`src/rtl/uart_rx_framer_pkg.sv`:
```
// uart_rx_framer_pkg
//   Shared definitions for the UART receive framer: FSM state encoding,
//   frame_err code values, payload buffer depth and a small state helper.
//   No ports (package).
package uart_rx_framer_pkg;

  // Framer FSM states. HUNT is the reset state.
  typedef enum logic [2:0] {
    ST_HUNT    = 3'd0,
    ST_LEN     = 3'd1,
    ST_PAYLOAD = 3'd2,
    ST_CHK     = 3'd3,
    ST_DONE    = 3'd4
  } state_t;

  // frame_err codes
  localparam logic [1:0] ERR_NONE    = 2'b00;
  localparam logic [1:0] ERR_LEN     = 2'b01;
  localparam logic [1:0] ERR_CHK     = 2'b10;
  localparam logic [1:0] ERR_TIMEOUT = 2'b11;

  // Payload buffer depth in bytes (upper bound on MAX_LEN).
  localparam int BUF_BYTES = 8;

  // States that sit mid-frame waiting for a byte; the inter-byte
  // timeout only runs in these.
  function automatic logic is_waiting(state_t s);
    return (s == ST_LEN) || (s == ST_PAYLOAD) || (s == ST_CHK);
  endfunction

endpackage

```
`src/rtl/uart_rx_framer_if.sv`:
```
// uart_rx_framer_if
//   Bundles the UART receive FIFO handshake and the frame result outputs.
//   Signals:
//     rx_empty    FIFO empty flag (into framer)
//     r_data[7:0] FIFO head byte, valid while rx_empty=0 (into framer)
//     rd_uart     one-cycle FIFO pop strobe (from framer)
//     frame_valid one-cycle good-frame pulse (from framer)
//     frame_len   payload length of last good frame (from framer)
//     frame_data  payload of last good frame, byte 0 in [7:0] (from framer)
//     frame_err   one-cycle error code (from framer)
//   Modports: master = framer side, slave = FIFO/consumer side.
interface uart_rx_framer_if;
  logic        rx_empty;
  logic [7:0]  r_data;
  logic        rd_uart;
  logic        frame_valid;
  logic [3:0]  frame_len;
  logic [63:0] frame_data;
  logic [1:0]  frame_err;

  modport master (
    input  rx_empty, r_data,
    output rd_uart, frame_valid, frame_len, frame_data, frame_err
  );

  modport slave (
    output rx_empty, r_data,
    input  rd_uart, frame_valid, frame_len, frame_data, frame_err
  );
endinterface

```
`src/rtl/uart_timeout_ctr.sv`:
```
// uart_timeout_ctr
//   Idle-cycle counter for the inter-byte timeout.
//   Ports:
//     clk     system clock
//     reset   asynchronous active-high reset
//     clear   zero the count (wins over enable)
//     enable  count this cycle
//     expired high in the enabled cycle that brings the count to TIMEOUT
module uart_timeout_ctr #(
  parameter int TIMEOUT = 50000
) (
  input  logic clk,
  input  logic reset,
  input  logic clear,
  input  logic enable,
  output logic expired
);
  // Wide enough to hold TIMEOUT itself so the count never wraps early.
  localparam int CW = (TIMEOUT < 1) ? 1 : $clog2(TIMEOUT + 1);
  localparam logic [CW-1:0] LAST = CW'(TIMEOUT - 1);

  logic [CW-1:0] count_reg;

  always_ff @(posedge clk or posedge reset) begin
    if (reset) begin
      count_reg <= '0;
    end else if (clear) begin
      count_reg <= '0;
    end else if (enable) begin
      count_reg <= count_reg + CW'(1);
    end
  end

  // Fires on the TIMEOUT-th consecutive idle cycle.
  assign expired = enable && !clear && (count_reg == LAST);

endmodule

```
`src/rtl/uart_rx_framer.sv`:
```
// uart_rx_framer
//   Pulls bytes from a UART receive FIFO and assembles frames of the form
//   SOF, LEN, LEN payload bytes, CHK (CHK = XOR of LEN and payload).
//   Good frames raise frame_valid for one cycle and update frame_len /
//   frame_data; bad frames raise a one-cycle frame_err code instead.
//   Ports:
//     clk    system clock
//     reset  asynchronous active-high reset
//     bus    uart_rx_framer_if.master (FIFO handshake + frame results)
module uart_rx_framer
  import uart_rx_framer_pkg::*;
#(
  parameter logic [7:0] SOF     = 8'hA5,
  parameter int         MAX_LEN = 8,
  parameter int         TIMEOUT = 50000
) (
  input logic              clk,
  input logic              reset,
  uart_rx_framer_if.master bus
);

  state_t      state_reg, state_next;
  logic [3:0]  len_reg;
  logic [2:0]  count_reg;
  logic [7:0]  chk_reg;
  logic [63:0] buf_flat;

  logic        frame_valid_reg;
  logic [1:0]  frame_err_reg, err_next;
  logic [3:0]  frame_len_reg;
  logic [63:0] frame_data_reg;

  logic pop, len_ok, last_payload;
  logic load_len, store_byte, frame_done;
  logic to_clear, to_enable, to_expired;

  // Every state except DONE accepts a byte whenever one is available.
  // Gated by reset so no pop can leak out while reset is held.
  assign pop          = (state_reg != ST_DONE) && !bus.rx_empty && !reset;
  assign len_ok       = (bus.r_data != 8'd0) && (bus.r_data <= 8'(MAX_LEN));
  assign last_payload = ({1'b0, count_reg} == (len_reg - 4'd1));

  assign to_clear  = pop || (state_reg == ST_HUNT);
  assign to_enable = is_waiting(state_reg) && !pop;

  uart_timeout_ctr #(
    .TIMEOUT(TIMEOUT)
  ) u_timeout (
    .clk    (clk),
    .reset  (reset),
    .clear  (to_clear),
    .enable (to_enable),
    .expired(to_expired)
  );

  always_ff @(posedge clk or posedge reset) begin
    if (reset) begin
      state_reg <= ST_HUNT;
    end else begin
      state_reg <= state_next;
    end
  end

  always_comb begin
    state_next = state_reg;
    err_next   = ERR_NONE;
    load_len   = 1'b0;
    store_byte = 1'b0;
    frame_done = 1'b0;
    case (state_reg)
      ST_HUNT: begin
        if (pop && (bus.r_data == SOF)) begin
          state_next = ST_LEN;
        end
      end
      ST_LEN: begin
        if (pop) begin
          if (len_ok) begin
            load_len   = 1'b1;
            state_next = ST_PAYLOAD;
          end else begin
            err_next   = ERR_LEN;
            state_next = ST_HUNT;
          end
        end else if (to_expired) begin
          err_next   = ERR_TIMEOUT;
          state_next = ST_HUNT;
        end
      end
      ST_PAYLOAD: begin
        // SOF values here are ordinary payload; no resync mid-frame.
        if (pop) begin
          store_byte = 1'b1;
          if (last_payload) begin
            state_next = ST_CHK;
          end
        end else if (to_expired) begin
          err_next   = ERR_TIMEOUT;
          state_next = ST_HUNT;
        end
      end
      ST_CHK: begin
        if (pop) begin
          if (bus.r_data == chk_reg) begin
            frame_done = 1'b1;
            state_next = ST_DONE;
          end else begin
            err_next   = ERR_CHK;
            state_next = ST_HUNT;
          end
        end else if (to_expired) begin
          err_next   = ERR_TIMEOUT;
          state_next = ST_HUNT;
        end
      end
      ST_DONE: begin
        state_next = ST_HUNT;
      end
      default: begin
        state_next = ST_HUNT;
      end
    endcase
  end

  // Working payload buffer: one register per byte lane, written when the
  // byte counter selects it. Cleared on LEN so unused lanes read zero.
  for (genvar gi = 0; gi < BUF_BYTES; gi++) begin : g_buf
    logic [7:0] byte_reg;

    always_ff @(posedge clk or posedge reset) begin
      if (reset) begin
        byte_reg <= 8'd0;
      end else if (load_len) begin
        byte_reg <= 8'd0;
      end else if (store_byte && (count_reg == 3'(gi))) begin
        byte_reg <= bus.r_data;
      end
    end

    assign buf_flat[gi*8 +: 8] = byte_reg;
  end

  always_ff @(posedge clk or posedge reset) begin
    if (reset) begin
      len_reg         <= 4'd0;
      count_reg       <= 3'd0;
      chk_reg         <= 8'd0;
      frame_valid_reg <= 1'b0;
      frame_err_reg   <= ERR_NONE;
      frame_len_reg   <= 4'd0;
      frame_data_reg  <= 64'd0;
    end else begin
      if (load_len) begin
        len_reg   <= bus.r_data[3:0];
        count_reg <= 3'd0;
        chk_reg   <= bus.r_data;
      end else if (store_byte) begin
        count_reg <= count_reg + 3'd1;
        chk_reg   <= chk_reg ^ bus.r_data;
      end
      // Registered so both pulses appear in the cycle after the deciding
      // byte; frame_valid therefore coincides with the DONE state.
      frame_valid_reg <= frame_done;
      frame_err_reg   <= err_next;
      if (frame_done) begin
        frame_len_reg  <= len_reg;
        frame_data_reg <= buf_flat;
      end
    end
  end

  assign bus.rd_uart     = pop;
  assign bus.frame_valid = frame_valid_reg;
  assign bus.frame_err   = frame_err_reg;
  assign bus.frame_len   = frame_len_reg;
  assign bus.frame_data  = frame_data_reg;

endmodule
```
`src/flat_wrapper.sv`:
```
// flat-port wrapper written by rule: the top's interface ports become plain ports
module uart_rx_framer_flat import uart_rx_framer_pkg::*;
#(
  parameter logic [7:0] SOF     = 8'hA5,
  parameter int         MAX_LEN = 8,
  parameter int         TIMEOUT = 50000
)
  (clk, reset, bus_rx_empty, bus_r_data, bus_rd_uart, bus_frame_valid, bus_frame_len, bus_frame_data, bus_frame_err);
  uart_rx_framer_if bus_i ();
  input logic clk;
  input logic reset;
  input wire logic [$bits(bus_i.rx_empty)-1:0] bus_rx_empty;
  input wire logic [$bits(bus_i.r_data)-1:0] bus_r_data;
  output wire logic [$bits(bus_i.rd_uart)-1:0] bus_rd_uart;
  output wire logic [$bits(bus_i.frame_valid)-1:0] bus_frame_valid;
  output wire logic [$bits(bus_i.frame_len)-1:0] bus_frame_len;
  output wire logic [$bits(bus_i.frame_data)-1:0] bus_frame_data;
  output wire logic [$bits(bus_i.frame_err)-1:0] bus_frame_err;
  assign bus_i.rx_empty = bus_rx_empty;
  assign bus_i.r_data = bus_r_data;
  assign bus_rd_uart = bus_i.rd_uart;
  assign bus_frame_valid = bus_i.frame_valid;
  assign bus_frame_len = bus_i.frame_len;
  assign bus_frame_data = bus_i.frame_data;
  assign bus_frame_err = bus_i.frame_err;
  uart_rx_framer #(.SOF(SOF), .MAX_LEN(MAX_LEN), .TIMEOUT(TIMEOUT)) u_core (.clk(clk), .reset(reset), .bus(bus_i));
endmodule
```
`config.mk`:
```
export PLATFORM = sky130hd
export DESIGN_NAME = uart_rx_framer_flat
export DESIGN_NICKNAME = d
export VERILOG_FILES = /design/src/rtl/uart_rx_framer_pkg.sv /design/src/rtl/uart_rx_framer_if.sv /design/src/rtl/uart_timeout_ctr.sv /design/src/rtl/uart_rx_framer.sv /design/src/flat_wrapper.sv
export SDC_FILE = /design/constraint.sdc
export NUM_CORES = 1
export LEC_CHECK = 0
export CORE_MARGIN = 2
export CORE_UTILIZATION = 63
export CTS_BUF_LIST = sky130_fd_sc_hd__clkbuf_4 sky130_fd_sc_hd__clkbuf_8
export DETAILED_ROUTE_END_ITERATION = 10
export PLACE_DENSITY = 0.95
export SKIP_LAST_GASP = 1
export SLEW_MARGIN = 40
export SYNTH_ARGS = -nofsm -noshare
export SYNTH_HDL_FRONTEND = slang
export SYNTH_HIERARCHICAL = 1
export SYNTH_SLANG_ARGS = --single-unit
```
`constraint.sdc`:
```
create_clock -name clk -period 8.14 [get_ports clk]
set_input_delay 0.814 -clock clk [delete_from_list [all_inputs] [get_ports clk]]
set_output_delay 0.814 -clock clk [all_outputs]
set_load 0.02 [all_outputs]
```
==> flow_summary.toml <==
[cts]
tritoncts = "done"
clkSinkCount = 169
clock_latency_ns = 0.46
clk_pin_slew_ns = 0.08
cts.htree.levels = 4
post_cts_resize_count = 0
post-cts-setup-buffers = 0
max-clock-path-buffers = 2
root_buffer = "sky130_fd_sc_hd__clkbuf_8"
hold_buffers = 0
cts_made_buffers = 17

[logic_synthesis]
ys_seq_elements = 169
synth.net_count = 665
ys.warnings.count = 6
dominantRegCellSynth = "sky130_fd_sc_hd__dfrtp_1"
synth_area_per_cell_sq_um = 11.3
netlist_area_sq_um = 7310
number_of_flops_mapped_to_enable_cells_by_yosys = 0
postSynth.asyncResetShare_pct = 100
ys_seq_area_share_pct = 57.9
yosysUniqueCellTypes = 50
postSynthCellCount = 646

[worst_hold_path]
worst_hold_path_type = "reg2reg"
hold_path.startpoint = "u_core/bus.frame_data[8]"

[cells_and_area]
area_growth_syn_to_layout_pct = 16.9
mostFrequentLayoutCell = "sky130_fd_sc_hd__dfrtp_1"
final_core_utilization_pct = 75.1
drive_gt1_share_pct = 16.3
layout_filler_cell_count = 715
sequential_cell_area_sq_um = 4230
multi_input_area_sq_um = 2840
finalNonFillerCells = 869
final_nets = 734
antenna-diode-count = 0
layout_common_cells = "sky130_fd_sc_hd__dfrtp_1 (169), sky130_fd_sc_hd__nand2_1 (113), sky130_fd_sc_hd__clkdlybuf4s50_1 (82), sky130_fd_sc_hd__mux2_2 (67), sky130_fd_sc_hd__a21oi_1 (35)"

[die]
die_w_um = 112
design.die.area_sq_um = 12500
die_extent_in_y_um = 112
initial_utilization_pct = 64.3
placementRows = 39
boundaryPins = 83
fp.coreArea_sq_um = 11400

[critical_path]
worst-setup-path-type = "in2reg"
worst-endpoint-arrival_ns = 3.88
worstPathRequired_ns = 8.46
startpoint_type = "primary input"
r2r_start = "u_core/state_reg[0]"
critPathLaunch = "reset"
worstSetupEndpointType = "flop"
crit_fanout = 10

[timing]
finalCriticalPeriod_ns = 3.56
final-max-slew-violation-count = 0
fin_crit_sh_pct = 43.7
hold_violations = 0
setup-tns-final_ns = 0
fmax_ghz = 0.281
final_number_of_setup_violating_endpoints = 0
timing.max_slew.rel_slack_pct = 46.3
grt_setup_unrepaired = "no"
clock_skew_ns = 0.0211
worst_pin_slew_ns = 0.803
worst_slack_ns = 4.58

[grt]
number_of_antenna_violations_at_the_first_check_in_global_routing = 0
grt_pass1_wl_mm = 29.6
grt.total_usage_pct = 30.2
grt_pass1_vias = 5563
overflow = 0
grt_start_max_net_pins = 87

[power_and_ir_drop]
vdd_drop_max_v = 0.000143
leakagePower_nw = 3.94
power_density_cells_nw_per_um2 = 228

[drt]
detailroute.via_count = 5632
drcViolationCount = 0
route.detailed.vias_per_inst = 6.48
drtAntennaViolNets = 0
first_iter_violations = 803
drt_pre_antenna_iters = 5
detail_route.wl_per_cell_um = 21.0
detail_route.wirelength_mm = 18.2

[outcome]
status = "completed"

[placement]
hpwlAfterDp_mm = 11.1
pre_cts_slack_ns = 4.15
finalWeightedCongestion = 0.932
io_buffer_count = 82
numPlacedInstances = 838

[job]
cap_viol_max_count = 0
path summary, 6_finish.rpt:
path / cells after the start / end / slack [ns]
min reg2reg: 1 / u_core/bus.frame_data[8] / 0.49
max in group asynchronous: 3 / u_core/bus.frame_data[46] / 5.98
max reg2reg: 9 / u_core/state_reg[1] / 5.17
min: 1 / u_core/bus.frame_data[8] / 0.49
max: 10 / u_core/state_reg[1] / 4.58
min in group asynchronous: 2 / u_core/bus.frame_err[1] / 1.00
per-layer routing:
layer  GRT usage (%)  vias to the layer above  wire [um]
met4            16.1                        0        954
met3            5.01                      105       1540
met1            38.8                     2739       6770
met5               0                        -          0
li1                -                     2370          -
met2            49.9                      418       8970
metrics by stage:
stage / instance area, sq um / power (mW) / hold WS (ns)
after floorplan: 7310 / 1.30 / 0.464
after global placement: 8170 / 1.36 / 0.469
after detailed placement: 8180 / 1.40 / 0.474
after CTS: 8530 / 1.94 / 0.492
after global routing: 8540 / 2.04 / 0.504
final: 8540 / 1.95 / 0.489
critical path, cell delays in order:
cell and delay (ns):
sky130_fd_sc_hd__clkdlybuf4s50_1 0.68, sky130_fd_sc_hd__nor2_1 0.20, sky130_fd_sc_hd__nor3_1 0.62, sky130_fd_sc_hd__nand4_1 0.44, sky130_fd_sc_hd__nor4_1 0.34, sky130_fd_sc_hd__nand3_1 0.11
sky130_fd_sc_hd__nor3_1 0.24, sky130_fd_sc_hd__and2_1 0.23, sky130_fd_sc_hd__a211o_1 0.13, sky130_fd_sc_hd__a21oi_1 0.07
area by class of cell:
type / instances / share of cell area, %
Sequential cell: 169 / 49.5
Multi-Input combinational cell: 421 / 33.3
Timing Repair Buffer: 88 / 10.3
Clock buffer: 23 / 3.49
Tap cell: 143 / 2.09
Inverter: 18 / 0.850
Clock inverter: 7 / 0.513
where the power goes:
group | switching [mW] | total [mW] | internal (mW)
Combinational | 0.209 | 0.349 | 0.141
Clock | 0.291 | 0.532 | 0.241
Sequential | 0.111 | 1.07 | 0.957
Total | 0.610 | 1.95 | 1.34
cell usage after synthesis, types with 5 or more instances:
master	count	share of area [%]
sky130_fd_sc_hd__nor2_1	32	1.6
sky130_fd_sc_hd__nand4_1	11	0.94
sky130_fd_sc_hd__xor2_1	5	0.60
sky130_fd_sc_hd__and4_1	6	0.72
sky130_fd_sc_hd__mux2_1	9	1.4
sky130_fd_sc_hd__o21ai_0	33	2.3
sky130_fd_sc_hd__buf_2	9	0.62
sky130_fd_sc_hd__ha_1	8	1.4
sky130_fd_sc_hd__nand2_1	113	5.8
sky130_fd_sc_hd__a21oi_1	35	2.4
sky130_fd_sc_hd__mux2_2	67	10
sky130_fd_sc_hd__xnor2_1	17	2.0
sky130_fd_sc_hd__nand3_1	7	0.48
sky130_fd_sc_hd__mux2i_1	9	1.2
sky130_fd_sc_hd__dfrtp_1	169	58
sky130_fd_sc_hd__nor4_1	5	0.43
sky130_fd_sc_hd__nor3_1	17	1.2
sky130_fd_sc_hd__inv_1	17	0.87
sky130_fd_sc_hd__clkbuf_1	25	1.3
cells by family (layout without fill, tap and decap cells):
group / Yosys count / after routing / synth area share [%]
multiplexers: 85 / 85 / 12.9
buffers and inverters: 56 / 136 / 3.42
AO/OA/AOI/OAI: 91 / 91 / 7.33
AND/OR/NAND/NOR: 214 / 214 / 14.1
adder cells (fa/ha/maj): 8 / 8 / 1.37
flip-flops: 169 / 169 / 57.9
XOR/XNOR: 23 / 23 / 2.94
Power figures use the tool's default switching activity.
